$ cat config.mk
export PLATFORM = sky130hd
export DESIGN_NAME = icram_bist_engine
export DESIGN_NICKNAME = d
export VERILOG_FILES = /design/src/rtl/icram_bist_engine_pkg.sv /design/src/rtl/icram_bist_cmp.sv /design/src/rtl/icram_bist_engine.sv
export SDC_FILE = /design/constraint.sdc
export NUM_CORES = 1
export LEC_CHECK = 0
export CORE_MARGIN = 2
export CORE_UTILIZATION = 35
export DETAILED_ROUTE_END_ITERATION = 16
export GPL_ROUTABILITY_DRIVEN = 0
export PLACE_DENSITY = 0.63
export SETUP_SLACK_MARGIN = 0.02
export SLEW_MARGIN = 5
export SYNTH_ARGS = -nofsm -noshare
export SYNTH_HDL_FRONTEND = slang
export SYNTH_HIERARCHICAL = 1
export SYNTH_SLANG_ARGS = --single-unit
$ cat constraint.sdc
create_clock -name clk -period 7.8 [get_ports clk]
set_clock_uncertainty 0.1 [all_clocks]
set_input_delay 1.56 -clock clk [delete_from_list [all_inputs] [get_ports clk]]
set_output_delay 1.56 -clock clk [all_outputs]
set_load 0.02 [all_outputs]
$ cat src/rtl/icram_bist_engine_pkg.sv
// Shared definitions for the icache data RAM BIST engine.
// Holds the state and element encodings, the per-element March C- attributes and the data backgrounds.
package icram_bist_engine_pkg;

    typedef enum logic [2:0] {
        ST_IDLE  = 3'd0,
        ST_SETUP = 3'd1,
        ST_MARCH = 3'd2,
        ST_DRAIN = 3'd3,
        ST_DONE  = 3'd4
    } bist_state_e;

    typedef enum logic [2:0] {
        EL_E0 = 3'd0,
        EL_E1 = 3'd1,
        EL_E2 = 3'd2,
        EL_E3 = 3'd3,
        EL_E4 = 3'd4,
        EL_E5 = 3'd5
    } march_elem_e;

    typedef struct packed {
        logic desc;    // walk addresses high to low
        logic rd_inv;  // read expects ~B instead of B
        logic wr_inv;  // write stores ~B instead of B
        logic has_rd;
        logic has_wr;
    } elem_attr_t;

    localparam logic [31:0] BG0 = 32'h0000_0000;
    localparam logic [31:0] BG1 = 32'h5555_5555;

    function automatic elem_attr_t elem_attr(input march_elem_e e);
        elem_attr_t a;
        a = '0;
        case (e)
            EL_E0:   a = '{desc: 1'b0, rd_inv: 1'b0, wr_inv: 1'b0, has_rd: 1'b0, has_wr: 1'b1};
            EL_E1:   a = '{desc: 1'b0, rd_inv: 1'b0, wr_inv: 1'b1, has_rd: 1'b1, has_wr: 1'b1};
            EL_E2:   a = '{desc: 1'b0, rd_inv: 1'b1, wr_inv: 1'b0, has_rd: 1'b1, has_wr: 1'b1};
            EL_E3:   a = '{desc: 1'b1, rd_inv: 1'b0, wr_inv: 1'b1, has_rd: 1'b1, has_wr: 1'b1};
            EL_E4:   a = '{desc: 1'b1, rd_inv: 1'b1, wr_inv: 1'b0, has_rd: 1'b1, has_wr: 1'b1};
            EL_E5:   a = '{desc: 1'b0, rd_inv: 1'b0, wr_inv: 1'b0, has_rd: 1'b1, has_wr: 1'b0};
            default: a = '0;
        endcase
        return a;
    endfunction

endpackage

$ cat src/rtl/icram_bist_cmp.sv
// Read-data checker: carries expected word and address across the RAM's one-cycle read latency,
// compares against the returned line and keeps a sticky error flag plus the first failing address.
module icram_bist_cmp #(
    parameter int ADDR_W = 11
) (
    input  logic              clk,
    input  logic              reset_l,
    input  logic              clr_i,
    input  logic              rd_vld_i,
    input  logic [63:0]       rd_exp_i,
    input  logic [ADDR_W-1:0] rd_addr_i,
    input  logic [63:0]       dout_i,
    output logic              err_l_o,
    output logic [ADDR_W-1:0] fail_addr_o
);

    logic              s1_vld_q;
    logic [63:0]       s1_exp_q;
    logic [ADDR_W-1:0] s1_addr_q;
    logic              err_q;
    logic [ADDR_W-1:0] fail_addr_q;
    logic              miscmp;

    assign miscmp = s1_vld_q && (dout_i != s1_exp_q);

    always_ff @(posedge clk or negedge reset_l) begin
        if (!reset_l) begin
            s1_vld_q    <= 1'b0;
            s1_exp_q    <= '0;
            s1_addr_q   <= '0;
            err_q       <= 1'b0;
            fail_addr_q <= '0;
        end else if (clr_i) begin
            s1_vld_q    <= 1'b0;
            s1_exp_q    <= '0;
            s1_addr_q   <= '0;
            err_q       <= 1'b0;
            fail_addr_q <= '0;
        end else begin
            s1_vld_q  <= rd_vld_i;
            s1_exp_q  <= rd_exp_i;
            s1_addr_q <= rd_addr_i;
            if (miscmp) begin
                err_q <= 1'b1;
                // Only the earliest miscompare in time is reported.
                if (!err_q) fail_addr_q <= s1_addr_q;
            end
        end
    end

    assign err_l_o     = ~err_q;
    assign fail_addr_o = fail_addr_q;

endmodule

$ cat src/rtl/icram_bist_engine.sv
// March C- BIST sequencer for the icache data RAM, run under two data backgrounds.
// Drives the RAM's BIST port and hands read expectations to icram_bist_cmp.
module icram_bist_engine
    import icram_bist_engine_pkg::*;
#(
    parameter int ADDR_W = 11
) (
    input  logic              clk,
    input  logic              reset_l,
    input  logic              bist_start,
    output logic              bist_active,
    output logic              bist_enable,
    output logic [ADDR_W-1:0] bist_icu_addr,
    output logic [31:0]       bist_icu_din,
    output logic [1:0]        bist_icu_ram_we,
    input  logic [63:0]       icram_dout,
    output logic              bist_done,
    output logic              icache_test_err_l,
    output logic [ADDR_W-1:0] bist_fail_addr,
    output bist_state_e       bist_state
);

    localparam logic [ADDR_W-1:0] ADDR_MAX = '1;
    localparam logic [ADDR_W-1:0] ADDR_ONE = {{(ADDR_W-1){1'b0}}, 1'b1};

    bist_state_e       state_q, state_d;
    march_elem_e       elem_q, elem_d;
    logic [ADDR_W-1:0] addr_q, addr_d;
    logic              phase_q, phase_d;  // 0 = read slot, 1 = write slot
    logic              bg_q, bg_d;
    logic              drain_q, drain_d;

    elem_attr_t  attr;
    logic [31:0] bg_word;
    logic        in_march, rd_cycle, wr_cycle, last_op, at_end, clr;

    assign attr     = elem_attr(elem_q);
    assign bg_word  = bg_q ? BG1 : BG0;
    assign in_march = (state_q == ST_MARCH);
    assign rd_cycle = in_march && attr.has_rd && !phase_q;
    assign wr_cycle = in_march && attr.has_wr && (phase_q || !attr.has_rd);
    assign last_op  = !(attr.has_rd && attr.has_wr) || phase_q;
    assign at_end   = attr.desc ? (addr_q == '0) : (addr_q == ADDR_MAX);

    always_ff @(posedge clk or negedge reset_l) begin
        if (!reset_l) begin
            state_q <= ST_IDLE;
            elem_q  <= EL_E0;
            addr_q  <= '0;
            phase_q <= 1'b0;
            bg_q    <= 1'b0;
            drain_q <= 1'b0;
        end else begin
            state_q <= state_d;
            elem_q  <= elem_d;
            addr_q  <= addr_d;
            phase_q <= phase_d;
            bg_q    <= bg_d;
            drain_q <= drain_d;
        end
    end

    always_comb begin
        state_d = state_q;
        elem_d  = elem_q;
        addr_d  = addr_q;
        phase_d = phase_q;
        bg_d    = bg_q;
        drain_d = drain_q;
        clr     = 1'b0;
        case (state_q)
            ST_IDLE, ST_DONE: begin
                if (bist_start) begin
                    state_d = ST_SETUP;
                    bg_d    = 1'b0;
                    clr     = 1'b1;
                end
            end
            ST_SETUP: begin
                state_d = ST_MARCH;
                elem_d  = EL_E0;
                addr_d  = '0;
                phase_d = 1'b0;
            end
            ST_MARCH: begin
                if (!last_op) begin
                    phase_d = 1'b1;
                end else begin
                    phase_d = 1'b0;
                    if (!at_end) begin
                        addr_d = attr.desc ? (addr_q - ADDR_ONE) : (addr_q + ADDR_ONE);
                    end else if (elem_q == EL_E5) begin
                        elem_d = EL_E0;
                        addr_d = '0;
                        if (bg_q) begin
                            state_d = ST_DRAIN;
                            drain_d = 1'b0;
                        end else begin
                            bg_d = 1'b1;
                        end
                    end else begin
                        // Each element starts from its own end of the array, not where the last one wrapped.
                        elem_d = march_elem_e'(elem_q + 3'd1);
                        addr_d = elem_attr(elem_d).desc ? ADDR_MAX : '0;
                    end
                end
            end
            ST_DRAIN: begin
                drain_d = 1'b1;
                if (drain_q) state_d = ST_DONE;
            end
            default: state_d = ST_IDLE;
        endcase
    end

    assign bist_active     = (state_q == ST_SETUP) || in_march || (state_q == ST_DRAIN);
    assign bist_enable     = bist_active;
    assign bist_done       = (state_q == ST_DONE);
    assign bist_icu_addr   = in_march ? addr_q : '0;
    assign bist_icu_din    = in_march ? (bg_word ^ {32{attr.wr_inv}}) : 32'h0;
    assign bist_icu_ram_we = wr_cycle ? 2'b11 : 2'b00;
    assign bist_state      = state_q;

    icram_bist_cmp #(.ADDR_W(ADDR_W)) u_cmp (
        .clk        (clk),
        .reset_l    (reset_l),
        .clr_i      (clr),
        .rd_vld_i   (rd_cycle),
        .rd_exp_i   ({2{bg_word ^ {32{attr.rd_inv}}}}),
        .rd_addr_i  (addr_q),
        .dout_i     (icram_dout),
        .err_l_o    (icache_test_err_l),
        .fail_addr_o(bist_fail_addr)
    );

endmodule

==> reports/results.ini, run 1 <==
[status]
status=complete, no violations

[clock_tree]
cts_tree=done
cts.sinks=108
cts-root-buf=clkbuf_16
numCtsBuffers=9
path_clk_slew_ns=0.07
cts_max_level=3
hold_buffers=0
postCtsResizedCells=0
clk-insertion-delay-late_ns=0.34
clockBufferDepth=2
cts_setup_buffers=0

[grt]
gr-usage-all-layers_pct=14.7
grt_pass1_vias=4025
grt_pass1_wl_um=20400
overflow=0
grt_max_degree=71
antenna_found_initial=0

[synthesis]
synthCells=540
syn_nets=618
synth.distinct_cells=56
synth_top_area_share_pct=47.7
ys_ff_latch=108
avgSynthCellArea_um2=10.5
synthArstFlopShare_pct=100
syn_area_mm2=0.00567
synth_edf_count=0
yosysWarnings=6
synthFlopType=dfrtp_1
synth.most_common_cell=dfrtp_1
synthTopCellsByArea=dfrtp_1, xnor2_1, nor2b_1
synth.largest_area_cell=dfrtp_1
synth_commonest_cells=dfrtp_1, nor2b_1, xnor2_1
synth_seq_area_share_pct=47.7

[sta]
finalHoldViolations=0
setup-tns-final_ns=0
setup_viol=0
slew_headroom_pct=37.4
tightestPinTransition_ns=0.940
max_clock_freq_ghz=0.218
period_minus_slack_ns=4.59
rsz0062_at_grt=false
drv_slew=0
finalCritPeriodShare_pct=58.9

[drt]
wl_met3_um=543
drt_wl_total_um=12300
drc=0
wl_met1_um=5640
viasPerCell=4.61
wl_per_cell_um=14.5
drtAntennaViolNets=0
top_layer_used=met4
routed-via-count=3916
drtIter0Drc=224
dr.pass1.iters=4
wl_met2_um=6030

[setup_path]
endpoint_kind=primary output
arrival_ns=2.93
path_class=reg2out
slowest_delay_ns=0.76
worstPathBufferInverterCount=1
cp_cell_sequence=and2_1, ha_1, nor2_1, xor2_1, nor2_1, clkdlybuf4s50_1
cp_top_family=simple AND/OR/NAND/NOR gates
required_ns=6.14
startpoint_type=register
cpMaxStageDelayCell=clkdlybuf4s50_1
crit_fanout=16
crit_top_cell=nor2_1

[finish]
drive_above_1_share_pct=4.90
fin_nets=707
finish.utilization_pct=45.3
n_antenna_cell=0
areaGrowthSynthToFinish_pct=26.5

[die]
chipHeight_um=131
rows=46
dieArea_mm2=0.0172
core_mm2=0.0158
io_pins=130
dieWidth_um=131
start_util_pct=35.8

[power]
power.leakage_nw=3.14
p_per_area_mw_per_mm2=206
vdd_ir_drop_max_uv=105

[place]
hpwl_um=8700
numPortBuffers=129

[worst_hold_path]
holdCritPathClass=reg2reg

[job]
cap_violations=0

==> layout by cell type, fill, tap and decap left out, drive strengths merged, types with 7 or more instances in the layout <==
cell,instances
nand2b,25
xnor2,69
o21ai,19
nor2,17
a21oi,11
nand3,7
nand2,22
mux2i,13
nor2b,79
ha,10
dfrtp,108
inv,13
and2,13
clkbuf,9
clkdlybuf4s50,128
nand4,22
==> state kept, by name, indices dropped and copies added (netlist names), 3 cells and up <==
signal,cells
u_cmp/s1_exp_q,64
addr_q,11
u_cmp/fail_addr_o,11
u_cmp/s1_addr_q,11
bist_state,3
elem_q,3
==> final timing paths <==
kind | startpoint | end | slack, ns | depth (start not counted)
setup / recovery | elem_q[1]$_DFFE_PN0P_ | bist_icu_din[16] | 3.21 | 6
hold / removal | u_cmp/err_q$_DFFE_PN0P_ | u_cmp/err_q$_DFFE_PN0P_ | 0.41 | 2
setup reg to reg | elem_q[1]$_DFFE_PN0P_ | addr_q[7]$_DFFE_PN0P_ | 4.42 | 12
hold reg to reg | u_cmp/err_q$_DFFE_PN0P_ | u_cmp/err_q$_DFFE_PN0P_ | 0.41 | 2
max in group asynchronous | reset_l | u_cmp/s1_exp_q[52]$_DFF_PN0_ | 5.26 | 2
min in group asynchronous | reset_l | u_cmp/s1_exp_q[28]$_DFF_PN0_ | 1.08 | 1
==> metal layers <==
layer	up-vias	global-route usage (%)
met5	-	0
met1	1868	19.0
met4	0	3.99
met3	7	3.55
li1	1931	-
met2	110	24.6
==> final cells by class <==
class / instances / area (um^2)
tap: 216 / 270
sequential: 108 / 2700
timing repair buffer: 132 / 1310
multi-input combinational: 366 / 2560
fill: 1453 / 8660
clock buffer: 9 / 225
inverter: 12 / 45.0
clock inverter: 6 / 51.3
==> cells by family (layout without fill, tap and decap cells) <==
logic type	after synthesis	after routing	synth area share, %
adders and majority gates	11	11	2.56
DFF	108	108	47.7
muxes	13	13	2.52
xor gates and xnor gates	74	74	11.4
AOI/OAI and AO/OA	59	59	7.00
buffers and inverters	66	159	7.07
and+or+nand+nor	209	209	21.7
==> through the flow <==
step                power [mW]  hold slack (ns)  worst slack [ns]  std cells  cell area [um^2]
finish                    1.48            0.407              3.21        849              7170
global route              1.57            0.445              2.96        849              7170
CTS                       1.50            0.415              3.17        849              7170
detailed placement        1.07            0.401              3.55        834              6890
global placement          1.06            0.378              3.71        834              6890
floorplan                0.919            0.362              3.98        540              5670
==> worst register-to-register path: stages (launching register included) <==
cell and delay, ns:
dfrtp_1 0.52, and2_1 0.18, ha_1 0.26, nand4b_1 0.12, o21a_2 0.19, inv_1 0.31
ha_1 0.32, a211oi_1 0.27, o21bai_1 0.13, a2111oi_0 0.43, nor3_1 0.13, mux2i_1 0.14
a22o_1 0.20
==> where the power goes <==
part           leakage, nW  switching [mW]  internal, mW
combinational         1.52           0.259         0.171
clock                0.126           0.210         0.218
sequential            1.49          0.0342         0.587
Note: power is estimated with default switching activity, not from simulation.
==> inputs of run 2 (changes only) <==
--- a/config.mk
+++ b/config.mk
@@ -9,7 +9,7 @@
 export CORE_UTILIZATION = 35
 export DETAILED_ROUTE_END_ITERATION = 16
 export GPL_ROUTABILITY_DRIVEN = 0
-export PLACE_DENSITY = 0.63
+export PLACE_DENSITY = 0.65
 export SETUP_SLACK_MARGIN = 0.02
 export SLEW_MARGIN = 5
 export SYNTH_ARGS = -nofsm -noshare
==> constraint.sdc (replaced) <==
create_clock -name clk -period 3.75 [get_ports clk]
set_clock_uncertainty 0.1 [all_clocks]
set_input_delay 0.75 -clock clk [delete_from_list [all_inputs] [get_ports clk]]
set_output_delay 0.75 -clock clk [all_outputs]
set_load 0.02 [all_outputs]
==> run 2 against run 1 <==
Compared with the run above:
- core utilization is 0.51 points higher
- sequential share of layout area is 0.42 points lower
- sequential power is 110% higher
==> reports/results.ini, run 2 (same netlist as run 1, synthesis figures left out) <==
[power]
power.leakage_nw=3.18  ; +1.5%
vdd_ir_drop_max_uv=204  ; +94%
p_per_area_mw_per_mm2=435  ; +110%
finalPower_mw=3.15  ; +110%

[finish]
final_common_cell=clkdlybuf4s50_1
final_cell_mix=clkdlybuf4s50_1, dfrtp_1, nor2b_1
largest_register_ffs=64  ; unchanged
regMostFlops=u_cmp/s1_exp_q
areaGrowthSynthToFinish_pct=27.9
drive_above_1_share_pct=5.65  ; +0.75 points
final_cell_area_mm2=0.00725  ; +1.1%
n_antenna_cell=0  ; unchanged
fin_nets=710  ; +0.42%

[grt]
antenna_found_initial=0  ; unchanged
grt_pass1_vias=3889  ; -3.4%
grt_max_degree=104  ; +46%
gr-usage-all-layers_pct=14.3  ; -0.35 points
overflow=0  ; unchanged
grt_pass1_wl_um=20100  ; -1.9%

[die]
core_mm2=0.0158  ; unchanged
rows=46  ; unchanged
io_pins=130  ; unchanged
chipHeight_um=131  ; unchanged
dieWidth_um=131  ; unchanged
start_util_pct=35.8  ; unchanged
dieArea_mm2=0.0172  ; unchanged

[sta]
setup-tns-final_ns=0  ; unchanged
finalCritPeriodShare_pct=91.9
drv_slew=0  ; unchanged
period_minus_slack_ns=3.45
finalHoldViolations=0  ; unchanged
tightestPinTransition_ns=0.904  ; -0.0353 ns
rsz0062_at_grt=false
max_clock_freq_ghz=0.290
slew_headroom_pct=39.3  ; +1.9 points
setup_viol=0  ; unchanged

[clock_tree]
cts.sinks=108  ; unchanged
numCtsBuffers=9  ; unchanged
cts_setup_buffers=0  ; unchanged
clk-insertion-delay-late_ns=0.34  ; about the same
clockBufferDepth=2  ; unchanged
postCtsResizedCells=0  ; unchanged
cts-root-buf=clkbuf_16
cts_tree=done
cts_max_level=3  ; unchanged
path_clk_slew_ns=0.08  ; about the same
hold_buffers=0  ; unchanged

[setup_path]
endpoint_kind=primary output
path_class=reg2out
slowest_delay_ns=0.67  ; -0.09 ns
cpMaxStageDelayCell=clkdlybuf4s50_1
arrival_ns=2.60  ; -0.33 ns
crit_fanout=11  ; -5
cp_top_family=buffers and inverters
crit_top_cell=nor2_1
required_ns=2.90  ; -3.24 ns
worstPathBufferInverterCount=1  ; unchanged
startpoint_type=register
cp_cell_sequence=and2_1, ha_1, nor2_1, nor2_1, o22ai_1, nand2_1, a21oi_1, clkdlybuf4s50_1

[worst_hold_path]
holdCritPathClass=in2async

[drt]
drtIter0Drc=257  ; +15%
drt_wl_total_um=12000  ; -2.8%
wl_per_cell_um=14.0  ; -3.2%
viasPerCell=4.66  ; +1.0%
routed-via-count=3975  ; +1.5%
dr.pass1.iters=4  ; unchanged
drc=0  ; unchanged
drtAntennaViolNets=0  ; unchanged

[place]
hpwl_um=8500  ; -2.3%
placed_cell_area_mm2=0.00695  ; +0.80%
numPortBuffers=129  ; unchanged

[status]
status=complete, no violations

[job]
cap_violations=0  ; unchanged

[run 2: changes by cell type in the layout (fill, tap and decap cells not counted), sizes merged]
cell and delta:
buf +3, clkinvlp -3, inv +3, clkbuf +1
[run 2: through the flow]
| step | utilization (%) | instances | setup slack, ns | hold WS, ns |
|---|---|---|---|---|
| global route | 45.8 | 853 | 0.164 | 0.0941 |
| finish | 45.8 | 853 | 0.304 | 0.109 |
| floorplan | - | 540 | 0.745 | 0.354 |
| global placement | 43.9 | 837 | 0.586 | 0.381 |
| detailed placement | 43.9 | 837 | 0.473 | 0.394 |
| CTS | 45.8 | 853 | 0.295 | 0.0935 |
[run 2: layer usage]
metal	vias to the layer above	global-route usage, %	wire length (um)
met5	-	0	0
met1	1899	18.5	5320
met3	23	3.09	546
li1	1947	-	-
met2	106	23.4	5820
met4	0	5.80	276
[run 2: area by class of cell]
class | instances | area (um^2)
Tap cell | 216 | 270
Clock inverter | 6 | 62.6
Clock buffer | 10 | 239
Sequential cell | 108 | 2700
Multi-Input combinational cell | 366 | 2570
Fill cell | 1478 | 8580
Inverter | 12 | 45.0
Timing Repair Buffer | 135 | 1360
[run 2: worst paths after layout]
kind,start,end,slack (ns),cells past startpoint
worst max-delay path,elem_q[1]$_DFFE_PN0P_,bist_icu_ram_we[1],0.30,8
worst min-delay path,reset_l,u_cmp/s1_exp_q[32]$_DFF_PN0_,0.11,1
worst max register to register,elem_q[1]$_DFFE_PN0P_,addr_q[7]$_DFFE_PN0P_,0.42,12
worst min register to register,u_cmp/err_q$_DFFE_PN0P_,u_cmp/err_q$_DFFE_PN0P_,0.41,2
max in group asynchronous,reset_l,addr_q[7]$_DFFE_PN0P_,2.72,2
min in group clk,u_cmp/err_q$_DFFE_PN0P_,u_cmp/err_q$_DFFE_PN0P_,0.41,2
[run 2: power by group]
group	leakage, nW	internal [mW]	switching [mW]
sequential	1.49	1.22	0.0722
clock	0.149	0.488	0.455
combinational	1.54	0.366	0.551
==> inputs of run 3 (changes only) <==
--- a/config.mk
+++ b/config.mk
@@ -9,7 +9,7 @@
 export CORE_UTILIZATION = 35
 export DETAILED_ROUTE_END_ITERATION = 16
 export GPL_ROUTABILITY_DRIVEN = 0
-export PLACE_DENSITY = 0.65
+export PLACE_DENSITY = 0.6
 export SETUP_SLACK_MARGIN = 0.02
 export SLEW_MARGIN = 5
 export SYNTH_ARGS = -nofsm -noshare
==> run 3 against run 2 <==
Compared with the run above:
- clock power is 1% higher
- core utilization stayed put
- final cell count is 0.12% higher
- critical path type unchanged
==> reports/results.ini, run 3 (same netlist as run 1, synthesis figures left out) <==
[status]
status=complete, no violations

[setup_path]
crit_top_cell=nor2_1
required_ns=2.90  ; about the same
slowest_delay_ns=0.66  ; about the same
startpoint_type=register
cp_cell_sequence=and2_1, ha_1, nor2_1, nor2_1, o22ai_1, nand2_1, a21oi_1, clkdlybuf4s50_1
crit_fanout=11  ; unchanged
arrival_ns=2.60  ; about the same
worstPathBufferInverterCount=1  ; unchanged
cpMaxStageDelayCell=clkdlybuf4s50_1
cp_top_family=buffers and inverters
path_class=reg2out
endpoint_kind=primary output

[clock_tree]
clk-insertion-delay-late_ns=0.34  ; about the same
hold_buffers=0  ; unchanged
cts.sinks=108  ; unchanged
cts-root-buf=clkbuf_16
postCtsResizedCells=0  ; unchanged
cts_setup_buffers=0  ; unchanged
clockBufferDepth=2  ; unchanged
numCtsBuffers=9  ; unchanged
cts_max_level=3  ; unchanged
cts_tree=done
path_clk_slew_ns=0.07  ; about the same

[power]
p_comb_share_pct=28.8  ; -0.3 points
vdd_ir_drop_max_uv=226  ; +11%
swShare_pct=33.0  ; -1.2 points
p_per_area_mw_per_mm2=436  ; +0.20%
power_frac_seq_pct=41.0  ; about the same
power.leakage_nw=3.18  ; -0.10%
finalPower_mw=3.16  ; +0.20%
clock_power_share_pct=30.2  ; +0.3 points
p_sw_mw=1.04  ; -3.2%
internal_power_mw=2.12  ; +2.0%

[grt]
grt_max_degree=109  ; +4.8%
grt_pass1_vias=3996  ; +2.8%
overflow=0  ; unchanged
antenna_found_initial=0  ; unchanged
gr-usage-all-layers_pct=14.2  ; -0.073 points
grt_pass1_wl_um=20100  ; +0.27%

[die]
io_pins=130  ; unchanged
core_mm2=0.0158  ; unchanged
rows=46  ; unchanged
dieWidth_um=131  ; unchanged
chipHeight_um=131  ; unchanged
dieArea_mm2=0.0172  ; unchanged
start_util_pct=35.8  ; unchanged

[sta]
finalHoldViolations=0  ; unchanged
slew_headroom_pct=40.6  ; +1.3 points
setup_viol=0  ; unchanged
rsz0062_at_grt=false
tightestPinTransition_ns=0.886  ; -0.0188 ns
max_clock_freq_ghz=0.290  ; about the same
holdWs_ns=0.358  ; +0.249 ns
worst_slack_ns=0.303  ; -0.00181 ns
period_minus_slack_ns=3.45  ; +0.00181 ns
drv_slew=0  ; unchanged
finalCritPeriodShare_pct=91.9  ; about the same
setup-tns-final_ns=0  ; unchanged

[job]
cap_violations=0  ; unchanged

[place]
numPortBuffers=129  ; unchanged
placed_cell_area_mm2=0.00695  ; unchanged
dp_slack_ns=0.354  ; -0.119 ns
hpwl_um=8410  ; -1.1%

[drt]
routed-via-count=3901  ; -1.9%
drc=0  ; unchanged
wl_per_cell_um=14.2  ; +1.2%
drtIter0Drc=231  ; -10%
viasPerCell=4.57  ; -2.0%
dr.pass1.iters=4  ; unchanged
drtAntennaViolNets=0  ; unchanged
drt_wl_total_um=12100  ; +1.3%

[finish]
fin_nets=711  ; +0.14%
n_antenna_cell=0  ; unchanged
areaGrowthSynthToFinish_pct=27.9  ; unchanged
final_cell_mix=clkdlybuf4s50_1, dfrtp_1, nor2b_1
regMostFlops=u_cmp/s1_exp_q
drive_above_1_share_pct=5.49  ; -0.17 points
final_common_cell=clkdlybuf4s50_1
final_cell_area_mm2=0.00725  ; unchanged
largest_register_ffs=64  ; unchanged

[worst_hold_path]
holdCritPathClass=in2async

-- run 3: worst paths after layout --
path,from,end,slack [ns],cells past startpoint
worst max register to register,elem_q[1]$_DFFE_PN0P_,addr_q[10]$_DFFE_PN0P_,0.35,12
max in group asynchronous,reset_l,u_cmp/s1_exp_q[44]$_DFF_PN0_,2.74,2
min in group clk,u_cmp/err_q$_DFFE_PN0P_,u_cmp/err_q$_DFFE_PN0P_,0.40,2
worst min-delay path,reset_l,u_cmp/s1_exp_q[8]$_DFF_PN0_,0.36,2
worst min register to register,u_cmp/err_q$_DFFE_PN0P_,u_cmp/err_q$_DFFE_PN0P_,0.40,2
worst max-delay path,elem_q[1]$_DFFE_PN0P_,bist_icu_ram_we[0],0.30,8
-- run 3: routing by layer --
metal  track usage [%]  wire [um]
met1              19.4       5760
met2              23.0       5630
met3              2.62        573
met4              4.59        146
met5                 0          0
-- run 3: power groups by stage --
| stage | logic, mW | clock network [mW] | registers [mW] |
|---|---|---|---|
| final | 0.910 | 0.955 | 1.29 |
| after global routing | 0.993 | 1.03 | 1.30 |
| after CTS | 0.921 | 0.984 | 1.29 |
| after detailed placement | 0.916 | 0 | 1.32 |
| after global placement | 0.910 | 0 | 1.32 |
| after floorplan | 0.608 | 0 | 1.30 |
-- run 3: per-stage QoR --
step                instances  util [%]
floorplan                 540         -
global placement          838      43.9
detailed placement        838      43.9
CTS                       854      45.8
global route              854      45.8
finish                    854      45.8
-- run 3: cell type report --
cell class / count / area (um^2)
fill: 1426 / 8580
inverter: 12 / 45.0
tap: 216 / 270
sequential: 108 / 2700
multi-input combinational: 366 / 2560
timing repair buffer: 136 / 1370
clock buffer: 10 / 229
clock inverter: 6 / 71.3
-- run 3: worst reg2reg max path: stages, from the launching register on --
cell      delay (ns)
dfrtp_1         0.53
and2_1          0.20
ha_1            0.26
nand4b_1        0.14
o21a_2          0.19
inv_1           0.27
ha_1            0.34
nor2b_1         0.16
o2111a_1        0.25
nor4bb_1        0.38
o21ai_0         0.19
a21boi_0        0.19
nand3b_1        0.12
